**src/rtl/cnn_pkg.sv**
```systemverilog
// ---------------------------------------------------------------------------
// cnn_pkg : shared window geometry, lane widths and reader FSM encoding
// Rev 1.0
// ---------------------------------------------------------------------------
`default_nettype none

package cnn_pkg;
    localparam int K           = 5;
    localparam int LANES       = K * K;
    localparam int ADDR_LANE_W = 32;
    localparam int DATA_W      = 8;
    localparam int ADDR_W      = 11;
    localparam int COORD_W     = 8;

    typedef enum logic [2:0] {
        ST_IDLE  = 3'd0,
        ST_ADDR  = 3'd1,
        ST_LAT   = 3'd2,
        ST_VALID = 3'd3,
        ST_DONE  = 3'd4
    } state_t;
endpackage

`default_nettype wire

```
**src/rtl/window_addr_gen.sv**
```systemverilog
// ---------------------------------------------------------------------------
// window_addr_gen : combinational 5x5 lane addresses for a window at row/col
// Rev 1.0
// ---------------------------------------------------------------------------
`default_nettype none

module window_addr_gen
    import cnn_pkg::*;
#(
    parameter int MAP_W = 32
) (
    input  logic [COORD_W-1:0]           i_row,
    input  logic [COORD_W-1:0]           i_col,
    output logic [LANES*ADDR_LANE_W-1:0] o_addr
);

    // Upper lane bits stay zero; legal maps never exceed ADDR_W bits.
    always_comb begin
        o_addr = '0;
        for (int ky = 0; ky < K; ky++) begin
            for (int kx = 0; kx < K; kx++) begin
                o_addr[ADDR_LANE_W*(ky*K+kx) +: ADDR_W] =
                    ADDR_W'((int'(i_row) + ky) * MAP_W + int'(i_col) + kx);
            end
        end
    end

endmodule

`default_nettype wire

```
**src/rtl/conv_window_reader.sv**
```systemverilog
// ---------------------------------------------------------------------------
// conv_window_reader : raster-scans 5x5 stride-1 windows out of a feature map
// Rev 1.0
// ---------------------------------------------------------------------------
`default_nettype none

module conv_window_reader
    import cnn_pkg::*;
#(
    parameter int MAP_W = 32,
    parameter int MAP_H = 32
) (
    input  logic                          clk,
    input  logic                          rst_n,
    input  logic                          start,
    output logic [LANES*ADDR_LANE_W-1:0]  rd_addr_25P,
    input  logic [LANES*DATA_W-1:0]       rd_dout,
    output logic [LANES*DATA_W-1:0]       win_data,
    output logic                          win_valid,
    input  logic                          win_ready,
    output logic [COORD_W-1:0]            win_row,
    output logic [COORD_W-1:0]            win_col,
    output logic                          busy,
    output logic                          done
);

    localparam logic [COORD_W-1:0] C_LAST_COL = COORD_W'(MAP_W - K);
    localparam logic [COORD_W-1:0] C_LAST_ROW = COORD_W'(MAP_H - K);

    state_t                          r_state;
    logic [COORD_W-1:0]              r_row;
    logic [COORD_W-1:0]              r_col;
    logic [LANES*ADDR_LANE_W-1:0]    r_addr;
    logic [LANES*DATA_W-1:0]         r_win;
    logic                            r_valid;
    logic                            r_busy;
    logic                            r_done;

    logic [COORD_W-1:0]              w_nrow;
    logic [COORD_W-1:0]              w_ncol;
    logic [LANES*ADDR_LANE_W-1:0]    w_addr;
    logic                            w_last;

    // Next window coordinate; addresses are generated for it so that they
    // are already on the bus during the ADDR cycle.
    always_comb begin
        w_nrow = r_row;
        w_ncol = r_col;
        if (r_state == ST_IDLE) begin
            w_nrow = '0;
            w_ncol = '0;
        end else if (r_col < C_LAST_COL) begin
            w_ncol = r_col + 1'b1;
        end else begin
            w_ncol = '0;
            w_nrow = r_row + 1'b1;
        end
    end

    assign w_last = (r_row == C_LAST_ROW) && (r_col == C_LAST_COL);

    window_addr_gen #(
        .MAP_W (MAP_W)
    ) u_addr_gen (
        .i_row  (w_nrow),
        .i_col  (w_ncol),
        .o_addr (w_addr)
    );

    always_ff @(posedge clk or negedge rst_n) begin
        if (!rst_n) begin
            r_state <= ST_IDLE;
            r_row   <= '0;
            r_col   <= '0;
            r_addr  <= '0;
            r_win   <= '0;
            r_valid <= 1'b0;
            r_busy  <= 1'b0;
            r_done  <= 1'b0;
        end else begin
            case (r_state)
                ST_IDLE: begin
                    r_done <= 1'b0;
                    if (start) begin
                        r_row   <= w_nrow;
                        r_col   <= w_ncol;
                        r_addr  <= w_addr;
                        r_busy  <= 1'b1;
                        r_state <= ST_ADDR;
                    end
                end
                ST_ADDR: begin
                    r_state <= ST_LAT;
                end
                ST_LAT: begin
                    r_win   <= rd_dout;
                    r_valid <= 1'b1;
                    r_state <= ST_VALID;
                end
                ST_VALID: begin
                    if (win_ready) begin
                        r_valid <= 1'b0;
                        if (w_last) begin
                            r_busy  <= 1'b0;
                            r_done  <= 1'b1;
                            r_state <= ST_DONE;
                        end else begin
                            r_row   <= w_nrow;
                            r_col   <= w_ncol;
                            r_addr  <= w_addr;
                            r_state <= ST_ADDR;
                        end
                    end
                end
                ST_DONE: begin
                    r_done  <= 1'b0;
                    r_state <= ST_IDLE;
                end
                default: begin
                    r_state <= ST_IDLE;
                end
            endcase
        end
    end

    assign rd_addr_25P = r_addr;
    assign win_data    = r_win;
    assign win_valid   = r_valid;
    assign win_row     = r_row;
    assign win_col     = r_col;
    assign busy        = r_busy;
    assign done        = r_done;

endmodule

`default_nettype wire
```
**config.mk**
```make
export PLATFORM = sky130hd
export DESIGN_NAME = conv_window_reader
export DESIGN_NICKNAME = d
export VERILOG_FILES = /design/src/rtl/cnn_pkg.sv /design/src/rtl/window_addr_gen.sv /design/src/rtl/conv_window_reader.sv
export SDC_FILE = /design/constraint.sdc
export NUM_CORES = 1
export LEC_CHECK = 0
export ABC_AREA = 1
export BUFFER_PORTS_ARGS = -buffer_cell sky130_fd_sc_hd__buf_2
export CELL_PAD_IN_SITES_DETAIL_PLACEMENT = 2
export CELL_PAD_IN_SITES_GLOBAL_PLACEMENT = 2
export CORE_AREA = 2 2 476 478
export DETAILED_ROUTE_END_ITERATION = 10
export DIE_AREA = 0 0 478 480
export GPL_ROUTABILITY_DRIVEN = 0
export HOLD_SLACK_MARGIN = 0.15
export MAX_ROUTING_LAYER = met4
export PLACE_DENSITY = 0.39
export SLEW_MARGIN = 5
export SYNTH_ARGS = -nofsm -noshare
export SYNTH_HDL_FRONTEND = slang
export SYNTH_SLANG_ARGS = --single-unit
export TNS_END_PERCENT = 10
```
**constraint.sdc**
```tcl
create_clock -name clk -period 4 [get_ports clk]
set_input_delay 0.6 -clock clk [delete_from_list [all_inputs] [get_ports clk]]
set_output_delay 0.6 -clock clk [all_outputs]
set_load 0.05 [all_outputs]
```
* Word-level counts from Yosys, hierarchy flattened *
Cells that the tools add are included.

cells by class
  magnitude comparators = 1
  add/subtract/negate cells = 31
  reduce and logical (&&, ||, !) cells = 11
  multiplexer cells = 29
  equality and inequality tests = 10

operator list
  cell                                                                   count
  800-bit two-way mux                                                    3
  800-bit case mux with 2 select lines                                   1
  11-bit by 3-bit adder with 11-bit output (second input constant)       10
  8-bit two-way mux                                                      10
  11-bit by 2-bit adder with 11-bit output (second input constant)       5
  11-bit by 4-bit adder with 11-bit output (second input constant)       5
  11-bit by 8-bit adder with 11-bit output                               3
  8-bit case mux with 2 select lines                                     2
  11-bit by 9-bit adder with 11-bit output                               2
  8-bit by 1-bit adder with 8-bit output (second input constant)         2
  8-bit by 5-bit == test with 1-bit output (second input constant)       2
  6-bit by 2-bit adder with 6-bit output (second input constant)         2
  3-bit case mux with 4 select lines                                     1
  3-bit two-way mux                                                      3
  8-bit by 5-bit < comparator with 1-bit output (second input constant)  1
  2-bit inequality test (second input constant)                          4
  4-bit AND reduction                                                    2
  6-bit by 1-bit adder with 6-bit output (second input constant)         1
  6-bit by 3-bit adder with 6-bit output (second input constant)         1
  3-bit by 2-bit == test with 1-bit output (second input constant)       2
  1-bit two-way mux                                                      6
  1-bit case mux with 2 select lines                                     3
  2-bit nonzero test                                                     3
  2-bit AND reduction                                                    2
  other kinds (6)                                                        6

word-level totals
  word-level logic and storage cells = 90
  input port bits = 204
  flip-flop bits (word level) = 1022

* Longest topological paths before layout *
Gate-level depths: netlist (run 1).

  word-level depth = 9
  mapped depth = 26

* Hierarchy *
From an unflattened synthesis (run 1), not the netlist that was laid out.

unflattened totals
  cell total of the unflattened synthesis = 5203
  area total of the unflattened synthesis = 47006.3 sq um

by module, submodules not included
  module              cells each  instances  area each (sq um)
  conv_window_reader  3986        1          39036.2
  window_addr_gen     1217        1          7970.1

* Worst setup path before layout (run 1) *
No wires, ideal clock.

  path kind = register to register
  from = register r_col[0] (netlist: win_col[0])
  to = register r_addr[234] (netlist: rd_addr_25P[234])
  required time = 3873 ps
  setup slack = -49 ps
  period minus slack after synthesis = 4049 ps
  setup time = 127 ps
  data arrival time = 3922 ps
  cell stages (with the launch flop) = 24
  cell sequence = dfrtp_1 ha_1 inv_1 nand2_1 nand2_4 nand2_8 nand2_1 inv_1 nand2_1 nand2_2 inv_1 ha_1 inv_1 fa_1 nor2_1 inv_1 nor2_1 inv_1 nor2_2 inv_2 nor2_2 nand2_2 o21ai_1 nand3_1

on the way
  word-level cells in the longest chain between the ends = 9
  elaborated cells on any way between the ends = 17
  those cells by class = add/sub: 4; order compare: 1; eq/ne: 2; mux: 8; reduce/logical: 2

RTL lines
  item                                             RTL line                   text
  from (decl)                                      conv_window_reader.sv:32   logic [COORD_W-1:0] r_col;
  from (signal assigned)                           conv_window_reader.sv:86   r_col <= w_ncol;
  from (signal assigned)                           conv_window_reader.sv:109  r_col <= w_ncol;
  8-bit by 5-bit < comparator with 1-bit output *  conv_window_reader.sv:52   end else if (r_col < C_LAST_COL) begin
  8-bit two-way mux *                              conv_window_reader.sv:52
  8-bit two-way mux *                              conv_window_reader.sv:49   if (r_state == ST_IDLE) begin
  net u_addr_gen.i_row[1]                          window_addr_gen.sv:12      input logic [COORD_W-1:0] i_row,
  6-bit by 1-bit adder with 6-bit output *         window_addr_gen.sv:23      ADDR_W'((int'(i_row) + ky) * MAP_W + int'(i_col) + kx);
  11-bit by 8-bit adder with 11-bit output *       window_addr_gen.sv:23
  11-bit by 3-bit adder with 11-bit output *       window_addr_gen.sv:23
  800-bit two-way mux                              conv_window_reader.sv:103  if (w_last) begin
  800-bit two-way mux                              conv_window_reader.sv:101  if (win_ready) begin
  800-bit case mux with 2 select lines *           conv_window_reader.sv:81   case (r_state)
  to (signal assigned)                             conv_window_reader.sv:87   r_addr <= w_addr;
  to (signal assigned)                             conv_window_reader.sv:110  r_addr <= w_addr;
  to (decl)                                        conv_window_reader.sv:33   logic [LANES*ADDR_LANE_W-1:0] r_addr;

The timed path passes the listed nets; every way through them passes the cells marked *. The select of a mux whose other input is x is not followed.
A chain may end at the register's enable or synchronous reset.

* Final worst setup path (run 1) *
  from = register r_col[0] (netlist: win_col[0])
  to = register r_addr[202] (netlist: rd_addr_25P[202])

on the way
  word-level cells in the longest chain between the ends = 9
  elaborated cells on any way between the ends = 17
  those cells by class = add/sub: 4; order compare: 1; eq/ne: 2; mux: 8; reduce/logical: 2

RTL lines
  item                                           RTL line
  8-bit by 5-bit < comparator with 1-bit output  conv_window_reader.sv:52
  8-bit two-way mux                              conv_window_reader.sv:52
  8-bit two-way mux                              conv_window_reader.sv:49
  6-bit by 1-bit adder with 6-bit output         window_addr_gen.sv:23
  11-bit by 8-bit adder with 11-bit output       window_addr_gen.sv:23
  11-bit by 2-bit adder with 11-bit output       window_addr_gen.sv:23
  800-bit two-way mux                            conv_window_reader.sv:103
  800-bit two-way mux                            conv_window_reader.sv:101
  800-bit case mux with 2 select lines           conv_window_reader.sv:81

Several ways; a longest one is shown, not always the timed one. The select of a mux whose other input is x is not followed.

==> results of run 1 <==
state kept, by name, indices dropped and copies added (netlist names):
signal and cells:
done 1, rd_addr_25P 146, r_state 3, win_col 8
win_data 200, win_valid 1, win_row 8, busy 1
how the worst max path moves through the flow:
stage	end	slack, ns	cells after the start	startpoint
after floorplan	rd_addr_25P[234]	0.02	23	win_col[1]
after global placement	rd_addr_25P[554]	0.26	21	win_col[0]
after detailed placement	rd_addr_25P[554]	0.22	19	win_col[0]
after CTS	rd_addr_25P[554]	0.19	19	win_col[0]
after global routing	rd_addr_25P[554]	0.03	22	win_col[0]
final	rd_addr_25P[202]	0.40	20	win_col[0]
cells in the mapped netlist, types with 5 or more instances:
| library cell | count |
|---|---|
| sky130_fd_sc_hd__a21oi_1 | 19 |
| sky130_fd_sc_hd__buf_1 | 5 |
| sky130_fd_sc_hd__buf_2 | 25 |
| sky130_fd_sc_hd__buf_4 | 658 |
| sky130_fd_sc_hd__clkbuf_1 | 25 |
| sky130_fd_sc_hd__clkinv_1 | 5 |
| sky130_fd_sc_hd__dfrtp_1 | 368 |
| sky130_fd_sc_hd__ha_1 | 23 |
| sky130_fd_sc_hd__inv_1 | 101 |
| sky130_fd_sc_hd__inv_2 | 10 |
| sky130_fd_sc_hd__mux2_2 | 200 |
| sky130_fd_sc_hd__nand2_1 | 450 |
| sky130_fd_sc_hd__nand2_2 | 15 |
| sky130_fd_sc_hd__nand3_1 | 81 |
| sky130_fd_sc_hd__nand4_1 | 15 |
| sky130_fd_sc_hd__nor2_1 | 86 |
| sky130_fd_sc_hd__nor2_2 | 9 |
| sky130_fd_sc_hd__nor2_4 | 6 |
| sky130_fd_sc_hd__nor3_1 | 6 |
| sky130_fd_sc_hd__o211ai_1 | 16 |
| sky130_fd_sc_hd__o21a_1 | 9 |
| sky130_fd_sc_hd__o21ai_0 | 66 |
| sky130_fd_sc_hd__o21ai_1 | 14 |
| sky130_fd_sc_hd__xnor2_1 | 6 |
| sky130_fd_sc_hd__xor2_1 | 30 |
metrics by stage:
step / cells / setup slack (ns) / instance area [um2]
floorplan: 2834 / 0.0246 / 23700
global placement: 5872 / 0.256 / 26300
detailed placement: 5872 / 0.215 / 26300
CTS: 6136 / 0.193 / 29900
global route: 6143 / 0.0304 / 29900
finish: 6155 / 0.399 / 29900
cell usage in the layout (no fill, tap or decap), drive strengths merged:
master and instances:
a211oi 1, fa 4, conb 540, nor2 105, nand3b 3, o22ai 1, nand2 468, nand4 15
diode 19, o31ai 4, dlygate4sd3 162, o21bai 3, nor3 8, xnor2 7, nand3 84, o211ai 16
dfrtp 368, clkinvlp 5, nor4 1, a21o 1, o21a 9, and2 2, ha 23, clkbuf 74
or2 4, inv 115, mux2 200, xor2 31, bufinv 7, a21oi 19, o21ai 82, buf 759
a31oi 4, clkinv 19
repair_timing:
item                                    4_1_cts  5_1_grt
hold buffers                                162        0
buffers inserted                              0        0
resized for setup                             0        3
endpoints found under the setup margin        0        4
hold endpoints to repair                    203        0
logic make-up after synthesis:
family	after synthesis	synth area share, %
AND/OR/NAND/NOR	690	13.9
adder cells (fa/ha/maj)	27	1.70
AO/OA/AOI/OAI	140	3.70
multiplexers	200	10.4
other	2	0.0347
XOR/XNOR	38	1.66
flip-flops	368	42.6
buffers and inverters	831	26.0
layout make-up:
| cell class | instances | area share [%] |
|---|---|---|
| antenna | 19 | 0.159 |
| timing repair buffer | 921 | 19.1 |
| tap | 2992 | 12.5 |
| inverter | 118 | 1.50 |
| clock inverter | 28 | 1.33 |
| sequential | 368 | 30.8 |
| clock buffer | 74 | 5.04 |
| multi-input combinational | 1635 | 29.6 |
per-layer routing:
metal	up-vias	track usage (%)
li1	7781	-
met1	8573	12.2
met2	748	15.3
met3	84	3.30
met4	0	1.89
met5	-	-
==> summary by stage, run 1 <==
STA
Setup repair after global routing left no endpoint under its margin. The aggregate negative setup slack is 0 ns. The clock period could shrink to 3.60 ns. The worst clock skew is 0.0631 ns. The final number of hold-violating endpoints is 0. The maximum achievable frequency is 278 MHz. At the pin with the least slew margin, the transition time is 0.694 ns. The final critical-path share of the clock period is 90.0%.

The final worst hold slack is 0.216 ns. The total count of max-transition violations in the final report was 0. The count of endpoints failing setup in the final report is 0. The worst slew margin relative to its limit is 53.6%.

Worst setup path
The critical path data arrival time is 4.16 ns. The number of buffers and inverters on the critical path is 5. The dominant delay contributor by cell family on the critical path is simple AND/OR/NAND/NOR gates. For this run, the slowest stage of the critical path takes 0.46 ns. The worst setup path is of the register to register kind. Traced cell by cell, the critical path runs through ha_1, inv_1, nand2_1, nand2_4, nand2_8, nand2_1, nand3_2, ha_1, inv_1, fa_1, nor2_1, inv_1, nor2_1, inv_1, nor2_2, inv_2, nor2_2, nand2_2, o21ai_1, nand3_1. The capturing point of the worst reg2reg path is rd_addr_25P[202]. The startpoint identified for the worst register-to-register timing path is win_col[0]. The cell at the slowest stage of the critical path is sky130_fd_sc_hd__fa_1. The cell with the most instances on the worst path is sky130_fd_sc_hd__inv_1. Along the worst path, the maximum fanout reaches 7.

Data on the critical path is required at its endpoint by 4.56 ns. STA classifies the critical path endpoint as a register. The element type at the critical path start is a register. Across all register-to-register paths, the minimum setup slack is 0.40 ns. The logic depth of the worst register-to-register path is 20.

Logic synthesis
Yosys mapped a number of flops with a built-in enable equal to 0. The netlist uses 48 different library cells. The share of synthesized area in the top cell type comes to 42.6%.

The number of warning messages in the yosys log is 0. The register area share after synthesis is 42.6%. Sorting the synthesized cells by area gives the leading types as sky130_fd_sc_hd__dfrtp_1 43%, sky130_fd_sc_hd__buf_4 23%, sky130_fd_sc_hd__mux2_2 10%.

The top cell type by total area after synthesis is sky130_fd_sc_hd__dfrtp_1. The number of register bits inferred by synthesis is 368. The most used flip-flop cell after synthesis is sky130_fd_sc_hd__dfrtp_1.

The synthesized area divided by synthesized cell count is 9.42 um2. The area of the mapped netlist is 21600 um2. The gate count after technology mapping is 2296. The fraction of registers with async set or reset after synthesis is 100%.

Finish
The share of the core filled with cells is 13.4%. The fraction of layout cells with a size suffix above 1 is 35.6%. The layout overhead on the synthesized area is 38.3%. The number of nets in the layout is 3330. The area of the multi-input gates is 8860 um2. The layout has 26277 filler cells. Summing all flip-flop and latch instances after layout gives 9210 um2.

GRT
The global-route usage over all layers is 9.77%. The initial antenna violation count is 28. The via count of the first global-routing pass is 18483. Entering global routing, the biggest net connects 66 pins. After global routing the overflow that remains totals 0. The first-pass GRT wire length is 155 mm.

Detailed routing
Summed over all layers, the routed wires come to 113 mm. The highest routed metal layer is met4. The detail route stage leaves a number of antenna-violating nets equal to 0.

The routed length on met1 is 48.5 mm. For this run, the detailed router's first-pass iteration total came to 4. The vias per cell is 2.79. Dividing the detail-routed wire length by the instance count gives 18.4 um. The number of remaining DRC errors is 0.

The first routing iteration left 493 violations. The met3 layer wire length in the routed design is 10.6 mm. The via count of the routed design is 17186.

Summed over all nets, wire length on met2 after detailed routing comes to 52.5 mm.

Clocking
The clock network latency to the later pin of the worst-skew pair is 0.69 ns. In this run, CTS created clock tree buffers numbering 55. The buffer cell driving the clock tree root is sky130_fd_sc_hd__clkbuf_16. The number of sinks on the clock net is 368. The clock tree buffer depth is 3. TritonCTS built the clock tree. After clock tree synthesis, the clock-pin slew on the worst setup and hold paths is 0.06 ns. The H-tree depth is 2.

Place
The number of I/O port buffers is 697. After legalization and detailed placement, the total HPWL measured 93.1 mm.

Outcome
The flow ran to the end, and the final reports show no timing, DRC or antenna violations.

Die
The overall die area is 229000 um2. The area of the core region is 224000 um2. The die width is 478 um. The vertical die dimension is 480 um. The number of rows created at floorplan is 174.

For this configuration, the core starts out at a cell density of 9.66%. 1223 I/O pins were placed.

Worst hold path
The sink of the worst hold path is win_data[172]. The worst hold path was traced through 2 stages. The min-delay analysis places its worst path in the category primary input to register. The hold path startpoint is rd_dout[172].

Job
Across the run, the number of max-cap violations was 0.
Power of run 1 is not shown: default switching activity piles up to over one toggle a cycle in this logic, so the estimate is an artifact.
==> run 2: changes to the inputs <==
==> constraint.sdc (replaced) <==
create_clock -name clk -period 4 [get_ports clk]
set_input_delay 0.6 -clock clk [delete_from_list [all_inputs] [get_ports clk]]
set_output_delay 0.6 -clock clk [all_outputs]
set_load 0.02 [all_outputs]
==> run 2 against run 1 <==
Hold slack improved by 0.013 ns. Die area did not move. Fmax fell by 0.46%. Utilization barely moved. Highest routed layer unchanged. Final area barely moved. Critical path depth fell by 1. Wire length fell by 0.74%.
==> summary by stage, run 2 (synthesis gave the netlist of run 1 again) <==
Clocking
The clock slew at the register clock pins of the worst setup and hold paths is 0.06 ns. CTS built an H-tree with a depth of 2. The clock tree from TritonCTS is built. The longest clock path from root to sink contains 3 buffers. After clock tree synthesis, the setup repair step added 0 buffers.

For the worst-skew pair, the clock arrives at the later sink with an insertion delay of 0.65 ns. The number of clock buffers added by TritonCTS is 54. The buffer cell driving the clock tree root is sky130_fd_sc_hd__clkbuf_16.

The tree built by TritonCTS fans out to 368 sinks.

Pwr
The power density over the cells is 898 nW/um2. The total power of the final layout is 0.0269 W. IR analysis of the VDD net gives a maximum drop of 0.274 mV. The standby leakage power is 14.7 nW.

STA
The aggregate negative setup slack is 0 ns. The total count of max-transition violations in the final report is 0. The final critical path takes up 90.4% of the cycle. The final number of hold-violating endpoints was 0. Setup violations remaining at the end of the flow were counted as 0. Setup repair after global routing left no endpoint under its margin.

At the pin with the least slew margin, the transition time is 0.801 ns. Derived from the worst setup path, the maximum achievable clock frequency is 276 MHz. The worst clock skew is 0.0212 ns. The worst slew margin relative to its limit is 46.6%.

The worst setup margin is 0.383 ns. After layout, the minimum clock period comes to 3.62 ns.

Worst hold path
The worst hold path begins at rd_dout[158]. Along the worst hold path, the cell count comes to 2. The sink of the worst hold path is win_data[158]. The worst hold path class is primary input to register.

Detailed routing
The number of remaining DRC errors is 0. The total iterations of the first detailed-routing run is 4. The vias per cell is 2.81. After the first detailed-routing iteration, the DRC count stood at 572. Across all layers, the routed design uses 17318 vias.

The routed design has 113 mm of wire. The average wire per standard cell is 18.3 um. The remaining number of nets flagged by the antenna check after routing is 0.

Die
The number of top-level pins is 1223. The die is 480 um tall. In this run the core area contains 174 standard-cell rows. The floorplan step set the die width to 478 um.

Once the floorplan was initialized, standard cells occupied 9.66% of the core. The area of the core region is 224000 um2. The overall die area is 229000 um2.

Worst setup path
The critical path data arrival time is 4.13 ns. The signal on the critical path passes through ha_1, inv_1, nand2_1, nand2_4, nand2_8, nand2_1, nand3_2, ha_1, fa_1, nor2_1, inv_1, nor2_2, inv_1, nor2_2, nand3_1, nor2_2, nand2_1, nand2_1, nand3_1. The cell with the most instances on the worst path is sky130_fd_sc_hd__nand2_1. The category of the worst setup path capture point is a register. The cell at the slowest stage of the critical path is sky130_fd_sc_hd__fa_1. At the worst endpoint, the required time is 4.52 ns.

The largest fanout on the critical path is 7. In this design, the largest share of critical-path delay is due to simple AND/OR/NAND/NOR gates. The number of buffers and inverters on the critical path is 3.

The worst register-to-register path has a setup slack of 0.38 ns. The critical path in this run is classified as register to register. The worst register-to-register path ends at rd_addr_25P[554]. The worst setup path is launched from a register. The startpoint identified for the worst register-to-register timing path is win_col[0]. The longest individual stage delay on the worst path is 0.48 ns.

The logic depth of the worst register-to-register path is 19.

Finish
The number of nets in the layout is 3346. The layout overhead on the synthesized area is 38.4%. Registers take 9210 um2. The library cells used most frequently in the layout, excluding fill and tap cells, are 696 x sky130_fd_sc_hd__buf_2, 540 x sky130_fd_sc_hd__conb_1, 449 x sky130_fd_sc_hd__nand2_1. The area of the multi-input gates is 8850 um2.

The fraction of layout cells with a size suffix above 1 is 35.4%. The filler cells instantiated in the layout total 26351. The leading cell type in the layout, fill and taps excluded is sky130_fd_sc_hd__buf_2. The number of cells in the finished layout apart from fillers is 6162. The register with the most flip-flops in the layout has 200 of them.

Place
The number of I/O port buffers is 697. Before CTS, the worst setup slack after placement is 0.253 ns. Once placement completed, the tool counted placed cells totaling 5877. Detailed placement ended at an HPWL of 92.7 mm.

GRT
The initial antenna violation count is 20. The first global-routing pass estimated 155 mm of wire. The total congestion overflow after global routing is 0. For this run, the total global-route usage over all layers was measured as 9.73%. The largest net degree at the start of global routing is 88. The via count of the first global-routing pass was 18660.

Outcome
The run finished with clean final reports.

Job
The number of maximum-capacitance violations is 0.
## run 2: cell count changes in the layout (fill, tap and decap cells not counted), moves of 2 or more
cell / change
sky130_fd_sc_hd__buf_4: +6
sky130_fd_sc_hd__bufinv_16: -4
sky130_fd_sc_hd__clkbuf_8: +9
sky130_fd_sc_hd__clkinv_16: -2
sky130_fd_sc_hd__clkinv_2: -2
sky130_fd_sc_hd__clkinvlp_4: -2
sky130_fd_sc_hd__diode_2: -7
sky130_fd_sc_hd__dlygate4sd3_1: +12
## run 2: power by group
part	internal, W	switching [W]	total, W
clock	0.00298	0.00199	0.00497
sequential	0.00555	0.00128	0.00683
combinational	0.00470	0.0104	0.0151
## run 2: layout make-up
cell class                 count  share of cell area (%)
multi-input combinational   1635                    29.6
tap                         2992                    12.5
clock buffer                  82                    5.43
clock inverter                17                   0.610
timing repair buffer         938                    19.6
antenna                       12                   0.100
sequential                   368                    30.7
inverter                     118                    1.50
## run 2: how the worst max path moves through the flow
| stage | start | cells after the start | slack [ns] | end |
|---|---|---|---|---|
| floorplan | win_col[0] | 23 | 0.16 | rd_addr_25P[234] |
| global placement | win_col[0] | 21 | 0.36 | rd_addr_25P[522] |
| detailed placement | win_col[0] | 19 | 0.25 | rd_addr_25P[554] |
| CTS | win_col[0] | 19 | 0.22 | rd_addr_25P[554] |
| global route | win_col[0] | 19 | 0.009 | rd_addr_25P[554] |
| finish | win_col[0] | 19 | 0.38 | rd_addr_25P[554] |
## run 2: timing repair
| action | in CTS | in global routing |
|---|---|---|
| hold buffers | 174 | 0 |
| gates resized for setup | 0 | 1 |
| hold endpoints to repair | 241 | 0 |
| setup endpoints to repair | 0 | 4 |
## run 2: per-layer routing
layer  GRT usage [%]  up-vias  part of all wire (%)
li1                -     7787                     -
met1            12.7     8681                    45
met2            14.9      761                    45
met3            2.66       89                   8.2
met4            2.03        0                   1.6
met5               -        -                     0
## run 2: through the flow
stage	util (%)	cell area, um2	hold WS (ns)
final	13.4	30000	0.229
after global routing	13.4	29900	0.175
after CTS	13.4	29900	0.152
after detailed placement	11.8	26400	0.457
after global placement	11.8	26400	0.458
after floorplan	-	23700	0.304
No activity file was read; power rests on OpenSTA's default activity.
